**src/rtl/sys_timer_intc.sv**
```systemverilog
// sys_timer_intc: bank of programmable down-counters plus external interrupt
// sources, each with pending and mask bits, aggregated into the core's 6-bit
// interrupt vector. Slave on the data-memory bus (ce/we/addr/dataIn/dataOut).
module sys_timer_intc #(
    parameter int          NUM_TIMERS = 2,
    parameter int          NUM_EXT    = 4,
    parameter int          CNT_WIDTH  = 32,
    parameter logic [31:0] BASE_ADDR  = 32'h0000_1000
) (
    input  logic               clk,
    input  logic               rst,
    input  logic               ce,
    input  logic               we,
    input  logic [31:0]        addr,
    input  logic [31:0]        dataIn,
    output logic [31:0]        dataOut,
    input  logic [NUM_EXT-1:0] ext_irq,
    output logic [5:0]         intr
);

    localparam int                   NUM_SRC  = NUM_TIMERS + NUM_EXT;
    // Implemented source bits; everything above reads 0 and never asserts.
    localparam logic [5:0]           SRC_MASK = 6'b111111 >> (6 - NUM_SRC);
    localparam logic [CNT_WIDTH-1:0] CNT_ZERO = {CNT_WIDTH{1'b0}};
    localparam logic [CNT_WIDTH-1:0] CNT_ONE  = {{(CNT_WIDTH-1){1'b0}}, 1'b1};

    logic                  sel_s;
    logic                  wr_s;
    logic [7:0]            off_s;
    logic                  unused_s;

    logic [5:0]            pend_r, pend_n;
    logic [5:0]            mask_r, mask_n;
    logic [5:0]            set_s;
    logic [5:0]            intr_r;
    logic [NUM_EXT-1:0]    ext_mode_r, ext_mode_n;
    logic [NUM_EXT-1:0]    sync1_r, sync2_r, sync3_r;

    logic [NUM_TIMERS-1:0] en_r, en_n;
    logic [NUM_TIMERS-1:0] auto_r, auto_n;
    logic [NUM_TIMERS-1:0] expire_s;
    logic [NUM_TIMERS-1:0] ctrl_wr_s;
    logic [NUM_TIMERS-1:0] load_wr_s;
    logic [CNT_WIDTH-1:0]  load_r [NUM_TIMERS];
    logic [CNT_WIDTH-1:0]  load_n [NUM_TIMERS];
    logic [CNT_WIDTH-1:0]  cnt_r  [NUM_TIMERS];
    logic [CNT_WIDTH-1:0]  cnt_n  [NUM_TIMERS];
    logic [31:0]           tmr_rd_s [NUM_TIMERS];
    logic [31:0]           rdata_s;

    // Word-aligned decode: the two low address bits never take part.
    assign sel_s    = ce && (addr[31:8] == BASE_ADDR[31:8]);
    assign wr_s     = sel_s && we;
    assign off_s    = {addr[7:2], 2'b00};
    assign unused_s = ^{addr[1:0], dataIn};

    // Timer channels: count down, expire, reload or stop, and bus CTRL/LOAD writes.
    always_comb begin
        set_s = 6'h00;
        for (int i = 0; i < NUM_TIMERS; i++) begin
            ctrl_wr_s[i] = wr_s && (off_s[7:4] == 4'(i + 1)) && (off_s[3:0] == 4'h0);
            load_wr_s[i] = wr_s && (off_s[7:4] == 4'(i + 1)) && (off_s[3:0] == 4'h4);
            expire_s[i]  = en_r[i] && (cnt_r[i] == CNT_ZERO);
            set_s[i]     = expire_s[i];

            // Enabling from idle loads COUNT and skips the decrement that cycle.
            if (ctrl_wr_s[i] && dataIn[0] && !en_r[i]) begin
                cnt_n[i] = load_r[i];
            end else if (en_r[i] && !expire_s[i]) begin
                cnt_n[i] = cnt_r[i] - CNT_ONE;
            end else if (expire_s[i] && auto_r[i]) begin
                cnt_n[i] = load_r[i];
            end else begin
                cnt_n[i] = cnt_r[i];
            end

            // A bus CTRL write overrides the one-shot self-disable.
            if (ctrl_wr_s[i]) begin
                en_n[i]   = dataIn[0];
                auto_n[i] = dataIn[1];
            end else if (expire_s[i] && !auto_r[i]) begin
                en_n[i]   = 1'b0;
                auto_n[i] = auto_r[i];
            end else begin
                en_n[i]   = en_r[i];
                auto_n[i] = auto_r[i];
            end

            if (load_wr_s[i]) begin
                load_n[i] = dataIn[CNT_WIDTH-1:0];
            end else begin
                load_n[i] = load_r[i];
            end
        end

        // External sources: rising edge or level of the synchronised line.
        for (int k = 0; k < NUM_EXT; k++) begin
            set_s[NUM_TIMERS + k] = ext_mode_r[k] ? (sync2_r[k] & ~sync3_r[k]) : sync2_r[k];
        end
    end

    // Pending (W1C, set wins), mask and ext-mode register next state.
    always_comb begin
        if (wr_s && (off_s == 8'h00)) begin
            pend_n = ((pend_r & ~dataIn[5:0]) | set_s) & SRC_MASK;
        end else begin
            pend_n = (pend_r | set_s) & SRC_MASK;
        end

        if (wr_s && (off_s == 8'h04)) begin
            mask_n = dataIn[5:0] & SRC_MASK;
        end else begin
            mask_n = mask_r;
        end

        if (wr_s && (off_s == 8'h08)) begin
            ext_mode_n = dataIn[NUM_EXT-1:0];
        end else begin
            ext_mode_n = ext_mode_r;
        end
    end

    // State registers, synchronisers and the registered interrupt vector.
    always_ff @(posedge clk) begin
        if (rst) begin
            pend_r     <= 6'h00;
            mask_r     <= 6'h00;
            intr_r     <= 6'h00;
            ext_mode_r <= {NUM_EXT{1'b0}};
            sync1_r    <= {NUM_EXT{1'b0}};
            sync2_r    <= {NUM_EXT{1'b0}};
            sync3_r    <= {NUM_EXT{1'b0}};
            en_r       <= {NUM_TIMERS{1'b0}};
            auto_r     <= {NUM_TIMERS{1'b0}};
            for (int i = 0; i < NUM_TIMERS; i++) begin
                load_r[i] <= CNT_ZERO;
                cnt_r[i]  <= CNT_ZERO;
            end
        end else begin
            pend_r     <= pend_n;
            mask_r     <= mask_n;
            // Registered from next-state so intr rises on the same edge as PEND.
            intr_r     <= pend_n & mask_n;
            ext_mode_r <= ext_mode_n;
            sync1_r    <= ext_irq;
            sync2_r    <= sync1_r;
            sync3_r    <= sync2_r;
            en_r       <= en_n;
            auto_r     <= auto_n;
            for (int i = 0; i < NUM_TIMERS; i++) begin
                load_r[i] <= load_n[i];
                cnt_r[i]  <= cnt_n[i];
            end
        end
    end

    // Per-timer read value, zero when the offset belongs to another channel.
    always_comb begin
        for (int i = 0; i < NUM_TIMERS; i++) begin
            if (off_s[7:4] == 4'(i + 1)) begin
                case (off_s[3:0])
                    4'h0:    tmr_rd_s[i] = {30'h0, auto_r[i], en_r[i]};
                    4'h4:    tmr_rd_s[i] = 32'(load_r[i]);
                    4'h8:    tmr_rd_s[i] = 32'(cnt_r[i]);
                    default: tmr_rd_s[i] = 32'h0;
                endcase
            end else begin
                tmr_rd_s[i] = 32'h0;
            end
        end
    end

    // Combinational read mux; zero when unselected, writing or unmapped.
    always_comb begin
        rdata_s = 32'h0;
        if (sel_s && !we) begin
            case (off_s)
                8'h00:   rdata_s = 32'(pend_r);
                8'h04:   rdata_s = 32'(mask_r);
                8'h08:   rdata_s = 32'(ext_mode_r);
                default: begin
                    for (int i = 0; i < NUM_TIMERS; i++) begin
                        rdata_s = rdata_s | tmr_rd_s[i];
                    end
                end
            endcase
        end else begin
            rdata_s = 32'h0;
        end
    end

    assign dataOut = rdata_s;
    assign intr    = intr_r;

endmodule

```
**config.mk**
```make
export PLATFORM = sky130hd
export DESIGN_NAME = sys_timer_intc
export DESIGN_NICKNAME = d
export VERILOG_FILES = /design/src/rtl/sys_timer_intc.sv
export SDC_FILE = /design/constraint.sdc
export NUM_CORES = 1
export LEC_CHECK = 0
export BUFFER_PORTS_ARGS = -buffer_cell sky130_fd_sc_hd__buf_2
export CAP_MARGIN = 25
export CELL_PAD_IN_SITES_DETAIL_PLACEMENT = 0
export CELL_PAD_IN_SITES_GLOBAL_PLACEMENT = 2
export CORE_MARGIN = 1
export CORE_UTILIZATION = 36
export DETAILED_ROUTE_END_ITERATION = 8
export HOLD_SLACK_MARGIN = 0.1
export PLACE_DENSITY = 0.83
export RECOVER_POWER = 25
export REMOVE_ABC_BUFFERS = 1
export SYNTH_ARGS = -nofsm -noshare
export SYNTH_HDL_FRONTEND = slang
export SYNTH_SLANG_ARGS = --single-unit
```
**constraint.sdc**
```tcl
create_clock -name clk -period 7.1 [get_ports clk]
set_input_delay 0.71 -clock clk [delete_from_list [all_inputs] [get_ports clk]]
set_output_delay 0.71 -clock clk [all_outputs]
set_load 0.02 [all_outputs]
```
# After elaboration in Yosys (flattened, before gate mapping)
# Memory sizes are Yosys's and may differ from the RTL's.
# Cells that the tools add are included.
[totals] reg_bits=38 mem_bits_rw=128 input_bits=72 out_inout_bits=38 word_cells=108 mem_count=2
[op_classes] add_sub_neg=2 eq_ne=7 mux=31 bitwise_logic=18 n_reduce_logical=37
[memory_table] memory="cnt_r" words=2 width=32 read_ports=2 rd_ports_with_merged_regs=0 write_ports=2 line="46" rtl="logic [CNT_WIDTH-1:0] cnt_r [NUM_TIMERS];"
[memory_table] memory="load_r" words=2 width=32 read_ports=2 rd_ports_with_merged_regs=0 write_ports=2 line="44" rtl="logic [CNT_WIDTH-1:0] load_r [NUM_TIMERS];"
[ops] op="two-way mux 32 bit" n=15
[ops] op="case mux 32 bit (3 select lines)" n=3
[ops] op="logical NOT 32 bit" n=2
[ops] op="subtractor 32 x 1 -> 32 bit, second input constant" n=2
[ops] op="OR 32 bit" n=1
[ops] op="equality test 24 x 5 -> 1 bit, second input constant" n=1
[ops] op="logical AND 1 bit" n=24
[ops] op="AND 6 bit" n=2
[ops] op="two-way mux 6 bit" n=2
[ops] op="OR 6 bit" n=2
[ops] op="two-way mux 1 bit" n=11
[ops] op="logical NOT 8 bit" n=1
[ops] op="logical NOT 1 bit" n=7
[ops] op="equality test 6 x 1 -> 1 bit, second input constant" n=1
[ops] op="equality test 6 x 2 -> 1 bit, second input constant" n=1
[ops] op="inverter 6 bit" n=1
[ops] op="AND 1 bit" n=4
[ops] op="equality test 4 x 1 -> 1 bit, second input constant" n=1
[ops] op="equality test 4 x 2 -> 1 bit, second input constant" n=1
[ops] op="logical NOT 4 bit" n=1
[ops] op="inverter 1 bit" n=4
[ops] op="OR 1 bit" n=4
[ops] op="nonzero test 2 bit" n=2
[ops] op="equality test 2 x 1 -> 1 bit, second input constant" n=1
[ops] op="equality test 2 bit, second input constant" n=1

# Depth between registers and ports, before layout
# Gate-level depths: netlist (run 1).
[depth] word_depth=9 ltp_mapped=10 mapped_depth_nobuf=8

# Worst setup path before layout (run 1)
# No wires, ideal clock.
[synth_path] kind="input -> output" startpoint="in addr[15]" endpoint="out dataOut[10]" arrival_ps=2524 t_required_ps=6390 slack_ps=3866 cell_stages=7 n_path_buf=2 path_cell_list="nor4b_1 -> nand4_1 -> or3_1 -> clkbuf_1 -> nor2_1 -> clkbuf_1 -> and2_1"
[synth_via] elab_chain_cells=4
[synth_lines] element="start: declaration" line="14" rtl="input logic [31:0] addr,"
[synth_lines] element="equality test 24 x 5 -> 1 bit" line="52" rtl="assign sel_s = ce && (addr[31:8] == BASE_ADDR[31:8]);"
[synth_lines] element="logical AND 1 bit" line="52"
[synth_lines] element="logical AND 1 bit" line="176" rtl="if (sel_s && !we) begin"
[synth_lines] element="two-way mux 32 bit" line="176"
[synth_lines] element="end: declaration" line="16" rtl="output logic [31:0] dataOut,"
# No other way between the ends.

==> results of run 1 <==
## worst max-delay path, stage by stage
cell      delay [ns]
clkbuf_1        2.58
clkbuf_1        0.47
clkbuf_2        1.43
or3_1           0.30
a211oi_2        0.04
## worst paths after layout
kind | from | end | slack [ns] | cells past startpoint
setup / recovery | rst | cnt_r[0][62] | 1.80 | 5
hold / removal | sync1_r[0] | sync2_r[0] | 0.44 | 1
setup reg to reg | cnt_r[0][0] | cnt_r[0][13] | 3.18 | 8
hold reg to reg | sync1_r[0] | sync2_r[0] | 0.44 | 1
## power breakdown
| part | switching [mW] | internal, mW |
|---|---|---|
| Sequential | 0.00135 | 0.934 |
| Clock | 0.463 | 0.508 |
| Combinational | 0.0624 | 0.0270 |
## placed cells by master (no fill, tap or decap), drive strengths merged, types with 6 or more instances in the layout
cell type / count
a211oi: 12
a21o: 10
a21oi: 147
a22oi: 68
and2: 44
and3: 8
buf: 120
clkbuf: 26
dfxtp: 166
inv: 28
mux2: 9
mux2i: 20
nand2: 178
nand2b: 6
nand3: 16
nand4: 17
nor2: 81
nor2b: 18
nor3: 46
nor3b: 9
nor4: 22
nor4b: 7
o21ai: 69
o22ai: 41
o32ai: 7
or3: 13
or4: 6
## final cells by class
cell class / instances / share of cell area
antenna: 1 / 0.000241
clock buffer: 17 / 0.0410
clock inverter: 15 / 0.0172
inverter: 19 / 0.00687
multi-input combinational: 908 / 0.501
sequential: 166 / 0.320
tap: 324 / 0.0391
timing repair buffer: 129 / 0.0745
## per-layer routing
metal	track usage	routed length, um
met5	0	0
met4	0.0621	534
met3	0.0361	1900
met2	0.415	15200
met1	0.338	14500
## per-stage QoR
stage / cell area, sq um / std cells / util / total power [mW] / setup slack (ns)
after floorplan: 8560 / 1093 / - / 0.980 / 2.44
after global placement: 9660 / 1540 / 0.396 / 1.04 / 2.93
after detailed placement: 9670 / 1541 / 0.396 / 1.04 / 2.93
after CTS: 10300 / 1573 / 0.421 / 2.01 / 2.93
after global routing: 10400 / 1578 / 0.425 / 2.06 / 1.43
final: 10400 / 1579 / 0.425 / 2.00 / 1.80
## kinds of logic (layout without fill, tap and decap cells)
family | count (synthesis) | after routing
mux | 29 | 29
flops | 166 | 166
xor+xnor | 3 | 3
fa+ha+maj | 2 | 2
other cells | 0 | 1
buf+inv | 115 | 180
compound gates | 394 | 394
simple gates | 480 | 480
## flip-flops by register name, summed over array words and instances, names as in the netlist, 6 cells and up
register	flops
intr	6
pend_r	6
cnt_r	64
mask_r	6
load_r	64
==> reports/metrics.yaml, run 1 <==
run_status:
  outcome: "finished, violations left"
  violations: "capacitance limit, slew limit"
clock_network:
  cts_hold_buf: 0
  htreeDepth: 4
  clk_pin_slew_worst_paths_ns: 0.08
  cts_root_buffer: "clkbuf_16"
  cts_tree: "done"
  cts_resized: 0
  cts.sinks: 166
  cts_setup_buffers: 0
  clk_path_buf_depth: 2
  cts_buffers: 17
  clk_latency_ns: 0.44
detailed_routing:
  drtAntennaViolNets: 0
  vias_per_cell: 5.79
  dr.pass1.iters: 5
  wl_per_cell_um: 20.3
  dr_total_vias: 9137
  wl_um: 32100
  drcViolationCount: 0
  drt_iter0_markers: 672
worst_hold_path:
  hp-class: "reg -> reg"
yosys:
  synthMuxAreaShare: 0.0337
  synth_common_cells: "nand2_1, dfxtp_1, a21oi_1"
  synth_edf_count: 0
  yosys.area_share.simple: 0.263
  seq_area_frac_synth: 0.371
  synthAdderAreaFrac: 0.00279
  yosysTopAreaCell: "dfxtp_1"
  ys_seq_elements: 166
  synthFlopType: "dfxtp_1"
  synth_xor_area_frac: 0.00293
  yosysWarningCount: 0
  syn_area_sq_mm: 0.00896
  synth-compound-area-share: 0.275
  avgSynthCellArea_sq_um: 7.53
  ys_types: 64
  synth_top_area_frac: 0.371
  syn_inst: 1189
  synth.top_cells.by_area: "dfxtp_1, a21oi_1, nand2_1"
  synth_top_family_by_area: "compound AO/OA/AOI/OAI gates"
  async_reset_ff_frac: 0
  synth_most_common_cell: "nand2_1"
placed_design:
  place_congestion: 0.834
  io_buffers: 107
  dp_hpwl_um: 21900
grt:
  grt_max_degree: 93
  overflow: 0
  grt_pass1_vias: 8518
  grt_pass1_wl_um: 49800
  grt_antenna_before_repair: 0
  grt_usage: 0.250
sta:
  relSlewSlack: -1.50
  drv_slew: 162
  finalSetupViolCount: 0
  min_period_ns: 5.30
  rsz0062_at_grt: "false"
  setup-tns-final_ns: 0
  max_freq_mhz: 189
  hold_viol_final: 0
  finalClockSkew_ns: 0.0159
  fin_crit_sh: 0.747
  worst_slew_pin_slew_ns: 3.75
  whs_ns: 0.441
worst_setup_path:
  worstPathMaxFanout: 83
  end_kind: "flip-flop"
  worst_ep_arrival_time_ns: 5.62
  crit_type: "in -> reg"
  required_ns: 7.42
  startpoint_type: "input pin"
die:
  die_w_um: 160
  placementRows: 57
  start_util: 0.367
  num_io_pins: 110
  die_y_um: 160
  dieArea_sq_mm: 0.0255
  core_area_sq_mm: 0.0244
power:
  p_per_area_mw_per_mm2: 192
  ir_worst_vdd_uv: 143
  p_leak_nw: 3.58
job:
  cap_violations: 2
final_layout:
  fin_nets: 1315
  drive_gt1_frac: 0.146
  nFillCells: 2601
  multi_input_area_sq_mm: 0.00520
  area_growth_pct: 15.9
  final-seq-area_sq_mm: 0.00332
Power figures use the tool's default switching activity.
==> run 2: changes to the inputs <==
--- a/config.mk
+++ b/config.mk
@@ -10,10 +10,10 @@
 export CELL_PAD_IN_SITES_DETAIL_PLACEMENT = 0
 export CELL_PAD_IN_SITES_GLOBAL_PLACEMENT = 2
 export CORE_MARGIN = 1
-export CORE_UTILIZATION = 36
+export CORE_UTILIZATION = 31
 export DETAILED_ROUTE_END_ITERATION = 8
 export HOLD_SLACK_MARGIN = 0.1
-export PLACE_DENSITY = 0.83
+export PLACE_DENSITY = 0.76
 export RECOVER_POWER = 25
 export REMOVE_ABC_BUFFERS = 1
 export SYNTH_ARGS = -nofsm -noshare
==> constraint.sdc (replaced) <==
create_clock -name clk -period 4.75 [get_ports clk]
set_input_delay 0.475 -clock clk [delete_from_list [all_inputs] [get_ports clk]]
set_output_delay 0.475 -clock clk [all_outputs]
set_load 0.02 [all_outputs]
==> run 2 against run 1 <==
Largest power group is now registers. Worst hold slack got worse by 0.20 ns. Core utilization shrank 5.4 points. Sequential share of layout area decreased by 0.16 points. Total power up 46%. Final cell count is 3.6% higher. Final area grew 0.49%. Critical path depth fell by 1. The flow still finishes with violations (capacitance limit, slew limit). Register-to-register slack worse by 1.9 ns. First-iteration DRC count grew 15%. Routed wire length grew 3.4%.
==> reports/metrics.yaml, run 2 (same netlist as run 1, synthesis figures left out) <==
sta:
  finalClockSkew_ns: 0.0122  # -0.00364 ns
  hold_viol_final: 0  # unchanged
  max_freq_mhz: 273
  rsz0062_at_grt: "false"
  worst_slew_pin_slew_ns: 3.25  # -0.499 ns
  whs_ns: 0.239  # -0.202 ns
  fin_crit_sh: 0.772
  min_period_ns: 3.67
  drv_slew: 63  # -61%
  relSlewSlack: -1.17  # +0.333
  setup-tns-final_ns: 0  # unchanged
  finalSetupViolCount: 0  # unchanged
power:
  sequentialPowerShare: 0.480  # +0.012
  switching_share: 0.252  # -0.0122
  p_switching_mw: 0.733  # +39%
  p_int_mw: 2.18  # +48%
  p_clk_frac: 0.473  # -0.014
  power_mw: 2.91  # +46%
  p_leak_nw: 3.56  # -0.57%
  p_per_area_mw_per_mm2: 279  # +45%
  comb_power_share: 0.047  # +0.002
  ir_worst_vdd_uv: 223  # +55%
clock_network:
  cts_tree: "done"
  clk_pin_slew_worst_paths_ns: 0.07  # about the same
  cts.sinks: 166  # unchanged
  htreeDepth: 4  # unchanged
  cts_buffers: 17  # unchanged
  cts_setup_buffers: 0  # unchanged
  cts_root_buffer: "clkbuf_16"
  clk_latency_ns: 0.44  # about the same
  clk_path_buf_depth: 2  # unchanged
  cts_resized: 0  # unchanged
  cts_hold_buf: 0  # unchanged
worst_setup_path:
  crit_type: "in -> reg"
  crit_chain: "clkbuf_1, clkbuf_2, or3_1, a211oi_2"
  required_ns: 5.07  # -2.35 ns
  end_kind: "flip-flop"
  ff2ff_setup_slack_ns: 1.30  # -1.88 ns
  max_stage_delay_ns: 2.24  # -0.34 ns
  slowest_stage: "clkbuf_1"
  startpoint_type: "input pin"
  worstReg2RegEnd: "cnt_r[0][23]"
  worstPathMaxFanout: 63  # -24%
  crit_family: "buffers and inverters"
  crit_start: "rst"
  worst_ep_arrival_time_ns: 3.99  # -1.63 ns
  r2r_start: "cnt_r[0][0]"
  rr_worst_depth: 10  # +2
  critical_path_buf_inv_count: 2  # -1
final_layout:
  n_antenna_cell: 0  # -1
  fin_nets: 1319  # +0.30%
  final_cell_mix: "nand2_1, dfxtp_1, a21oi_1, buf_2, nor2_1"
  final_common_cell: "nand2_1"
  reg_top3: "cnt_r: 64 flops, load_r: 64 flops"
  area_growth_pct: 16.4
  drive_gt1_frac: 0.149  # +0.00272
  multi_input_area_sq_mm: 0.00520  # unchanged
  fin_area_sq_mm: 0.0104  # +0.49%
  final-seq-area_sq_mm: 0.00332  # unchanged
  nFillCells: 3117  # +20%
detailed_routing:
  vias_per_cell: 5.62  # -2.9%
  drt_iter0_markers: 770  # +15%
  wl_per_cell_um: 20.3  # -0.19%
  drtAntennaViolNets: 0  # unchanged
  dr_total_vias: 9190  # +0.58%
  drcViolationCount: 0  # unchanged
  dr.pass1.iters: 5  # unchanged
  wl_um: 33200  # +3.4%
grt:
  use_met3: 0.0298  # -0.00635
  use_met1: 0.318  # -0.0201
  grt_usage: 0.228  # -0.0220
  grt_pass1_vias: 8606  # +1.0%
  grt_antenna_before_repair: 0  # unchanged
  grt_busiest_layer: "met2"
  overflow: 0  # unchanged
  grt.met2_usage: 0.361  # -0.0543
  grt_max_degree: 71  # -24%
  grt_pass1_wl_um: 51100  # +2.6%
placed_design:
  dp_hpwl_um: 23000  # +4.9%
  postPlaceCellArea_sq_mm: 0.00983  # +1.7%
  place_congestion: 0.857  # +2.7%
  io_buffers: 107  # unchanged
die:
  die_y_um: 172  # +7.7%
  die_w_um: 172  # +7.7%
  start_util: 0.319  # -0.0483
  dieArea_sq_mm: 0.0296  # +16%
  placementRows: 61  # +7.0%
  num_io_pins: 110  # unchanged
  core_area_sq_mm: 0.0281  # +15%
run_status:
  violations: "capacitance limit, slew limit"
  outcome: "finished, violations left"
worst_hold_path:
  holdPathStages: 2  # +1
  holdCritStartpoint: "ext_irq[2]"
  min_to: "sync1_r[2]"
  hp-class: "in -> reg"
job:
  cap_violations: 1  # -1
[run 2: cell count changes in the layout (fill, tap and decap cells not counted), sizes merged]
cell      delta
buf          +4
clkbuf       +2
clkinv       -2
clkinvlp     +6
diode        -1
inv          -6
[run 2: cell type report]
| class | count | share of cell area |
|---|---|---|
| clock buffers | 19 | 0.0425 |
| clock inverters | 13 | 0.0118 |
| inverters | 19 | 0.00684 |
| multi-input cells | 908 | 0.498 |
| flip-flops and latches | 166 | 0.319 |
| well taps | 378 | 0.0454 |
| repair buffers | 133 | 0.0765 |
[run 2: power by group through the flow]
stage	Sequential (mW)	Clock (mW)	Combinational, mW
global placement	1.43	0	0.136
floorplan	1.43	0	0.0342
CTS	1.40	1.41	0.137
global route	1.40	1.46	0.146
detailed placement	1.43	0	0.136
finish	1.40	1.38	0.137
[run 2: worst max-delay path by stage]
stage / to / cells after the start
global route: cnt_r[0][62] / 4
detailed placement: cnt_r[0][24] / 10
CTS: cnt_r[0][24] / 10
finish: cnt_r[0][62] / 4
global placement: cnt_r[0][42] / 7
floorplan: load_r[0][0] / 4
[run 2: stage by stage]
step,setup WS (ns),util,instances
2_1_floorplan,0.328,-,1093
3_3_place_gp,1.31,0.349,1600
3_5_place_dp,1.40,0.350,1601
4_1_cts,1.37,0.370,1633
5_1_grt,0.813,0.371,1636
6_report,1.08,0.371,1636
[run 2: layer usage]
metal | up-vias | wire length [um]
li1 | 4440 | -
met3 | 36 | 1520
met5 | - | 0
met1 | 4427 | 15900
met2 | 287 | 15000
met4 | 0 | 724
==> run 3: changes to the inputs <==
==> constraint.sdc (replaced) <==
create_clock -name clk -period 2.95 [get_ports clk]
set_input_delay 0.295 -clock clk [delete_from_list [all_inputs] [get_ports clk]]
set_output_delay 0.295 -clock clk [all_outputs]
set_load 0.02 [all_outputs]
==> run 3 against run 2 <==
The flow now finishes without violations. Combinational power is 66% higher. Setup slack lost 0.83 ns. Register-to-register slack worse by 1.0 ns. Count of clock-buffer cells in the layout fell by 2. Worst hold slack worse by 0.13 ns. First-iteration DRC count shrank 4.3%.
==> reports/metrics.yaml, run 3 (same netlist as run 1, synthesis figures left out) <==
detailed_routing:
  dr_total_vias: 9242  # +0.57%
  drt_iter0_markers: 737  # -4.3%
  dr.pass1.iters: 5  # unchanged
  wl_um: 33300  # +0.34%
  drtAntennaViolNets: 0  # unchanged
  wl_per_cell_um: 19.8  # -2.6%
  drcViolationCount: 0  # unchanged
  vias_per_cell: 5.48  # -2.4%
sta:
  finalClockSkew_ns: 0.0185  # +0.00624 ns
  fin_crit_sh: 0.915
  finalSetupViolCount: 0  # unchanged
  hold_viol_final: 0  # unchanged
  max_freq_mhz: 370
  whs_ns: 0.111  # -0.128 ns
  setup-tns-final_ns: 0  # unchanged
  worst_slew_pin_slew_ns: 1.41  # -1.84 ns
  min_period_ns: 2.70
  rsz0062_at_grt: "false"
  relSlewSlack: 0.0602  # +1.23
  worst_slack_ns: 0.251  # -0.830 ns
  drv_slew: 0  # -100%
grt:
  grt_max_degree: 64  # -9.9%
  grt_pass1_wl_um: 51300  # +0.42%
  overflow: 0  # unchanged
  use_met3: 0.0295  # -0.000229
  grt.met2_usage: 0.376  # +0.0154
  grt_usage: 0.229  # +0.00165
  grt_antenna_before_repair: 0  # unchanged
  use_met1: 0.318  # about the same
  grt_pass1_vias: 8617  # +0.13%
  grt_busiest_layer: "met2"
placed_design:
  postPlaceCellArea_sq_mm: 0.0102  # +3.6%
  place_ws_ns: 0.214  # -1.18 ns
  dp_hpwl_um: 23600  # +2.7%
  io_buffers: 107  # unchanged
  place_congestion: 0.872  # +1.8%
clock_network:
  htreeDepth: 4  # unchanged
  clk_pin_slew_worst_paths_ns: 0.08  # about the same
  cts_buffers: 17  # unchanged
  cts.sinks: 166  # unchanged
  clk_path_buf_depth: 2  # unchanged
  cts_root_buffer: "clkbuf_16"
  cts_tree: "done"
  clk_latency_ns: 0.44  # about the same
run_status:
  outcome: "finished, final reports clean"
job:
  cap_violations: 0  # -1
die:
  die_w_um: 172  # unchanged
  num_io_pins: 110  # unchanged
  placementRows: 61  # unchanged
  start_util: 0.319  # unchanged
  dieArea_sq_mm: 0.0296  # unchanged
  core_area_sq_mm: 0.0281  # unchanged
  die_y_um: 172  # unchanged
power:
  p_per_area_mw_per_mm2: 443  # +59%
  p_leak_nw: 3.82  # +7.5%
  ir_worst_vdd_uv: 370  # +66%
  power_mw: 4.80  # +65%
final_layout:
  final_cell_mix: "nand2_1, dfxtp_1, a21oi_1, buf_2, nor2_1"
  fin_nets: 1369  # +3.8%
  reg_top3: "cnt_r: 64 flops, load_r: 64 flops"
  final_common_cell: "nand2_1"
  n_antenna_cell: 0  # unchanged
  nFillCells: 3052  # -2.1%
  area_growth_pct: 21.0
  drive_gt1_frac: 0.178  # +0.0295
  fin_area_sq_mm: 0.0108  # +3.9%
worst_setup_path:
  startpoint_type: "flip-flop"
  slowest_stage: "o41a_1"
  rr_worst_depth: 9  # -1
  end_kind: "flip-flop"
  ff2ff_setup_slack_ns: 0.25  # -1.05 ns
  max_stage_delay_ns: 0.45  # -1.79 ns
  crit_type: "reg -> reg"
  worstPathMaxFanout: 6  # -90%
  crit_chain: "inv_1, ha_1, nor3b_1, nand4_1, buf_4, o41a_1, or2_1, nand2b_1, o32ai_1"
  path_depth: 9  # +5
  worst_ep_arrival_time_ns: 2.97  # -1.02 ns
  required_ns: 3.22  # -1.85 ns
  crit_family: "simple AND/OR/NAND/NOR gates"
  critical_path_buf_inv_count: 2  # unchanged
worst_hold_path:
  holdPathStages: 3  # +1
  hp-class: "in -> reg"
==> run 3: stage by stage <==
step / instances / util
floorplan: 1093 / -
global placement: 1648 / 0.363
detailed placement: 1648 / 0.363
CTS: 1684 / 0.386
global route: 1686 / 0.386
finish: 1686 / 0.386
==> run 3: cell type report <==
| class | instances | area [sq um] | area share |
|---|---|---|---|
| Multi-Input combinational cell | 908 | 5200 | 0.480 |
| Sequential cell | 166 | 3320 | 0.307 |
| Timing Repair Buffer | 183 | 1160 | 0.107 |
| Tap cell | 378 | 473 | 0.0436 |
| Clock buffer | 17 | 425 | 0.0393 |
| Clock inverter | 15 | 183 | 0.0169 |
| Inverter | 19 | 71.3 | 0.00658 |
==> run 3: power breakdown <==
| group | internal (mW) | switching, mW | total, mW |
|---|---|---|---|
| clock | 1.15 | 1.17 | 2.32 |
| sequential | 2.25 | 0.00331 | 2.25 |
| combinational | 0.0758 | 0.152 | 0.228 |
==> run 3: path summary, 6_finish.rpt <==
kind,startpoint,to
setup / recovery,cnt_r[0][1],cnt_r[0][31]
hold / removal,dataIn[22],load_r[0][54]
setup reg to reg,cnt_r[0][1],cnt_r[0][31]
hold reg to reg,sync1_r[0],sync2_r[0]
==> run 3: what timing repair did <==
| action | 4_1_cts | 5_1_grt |
|---|---|---|
| endpoints found under the hold margin | 4 | 0 |
| hold buffers | 4 | 0 |
| gates resized for setup | 0 | 1 |
| buffers inserted | 0 | 1 |
| endpoints found under the setup margin | 0 | 13 |
==> run 3: worst min-delay path, delay by kind of cell <==
kind / cells / cell delay, ns
and+or+nand+nor: 1 / 0.05
AOI/OAI and AO/OA: 1 / 0.06
buffers and inverters: 1 / 0.11
==> run 3: routing by layer <==
layer,up-vias,wire length [um]
met5,-,0
met2,264,15500
li1,4534,-
met1,4422,15900
met4,0,433
met3,22,1510
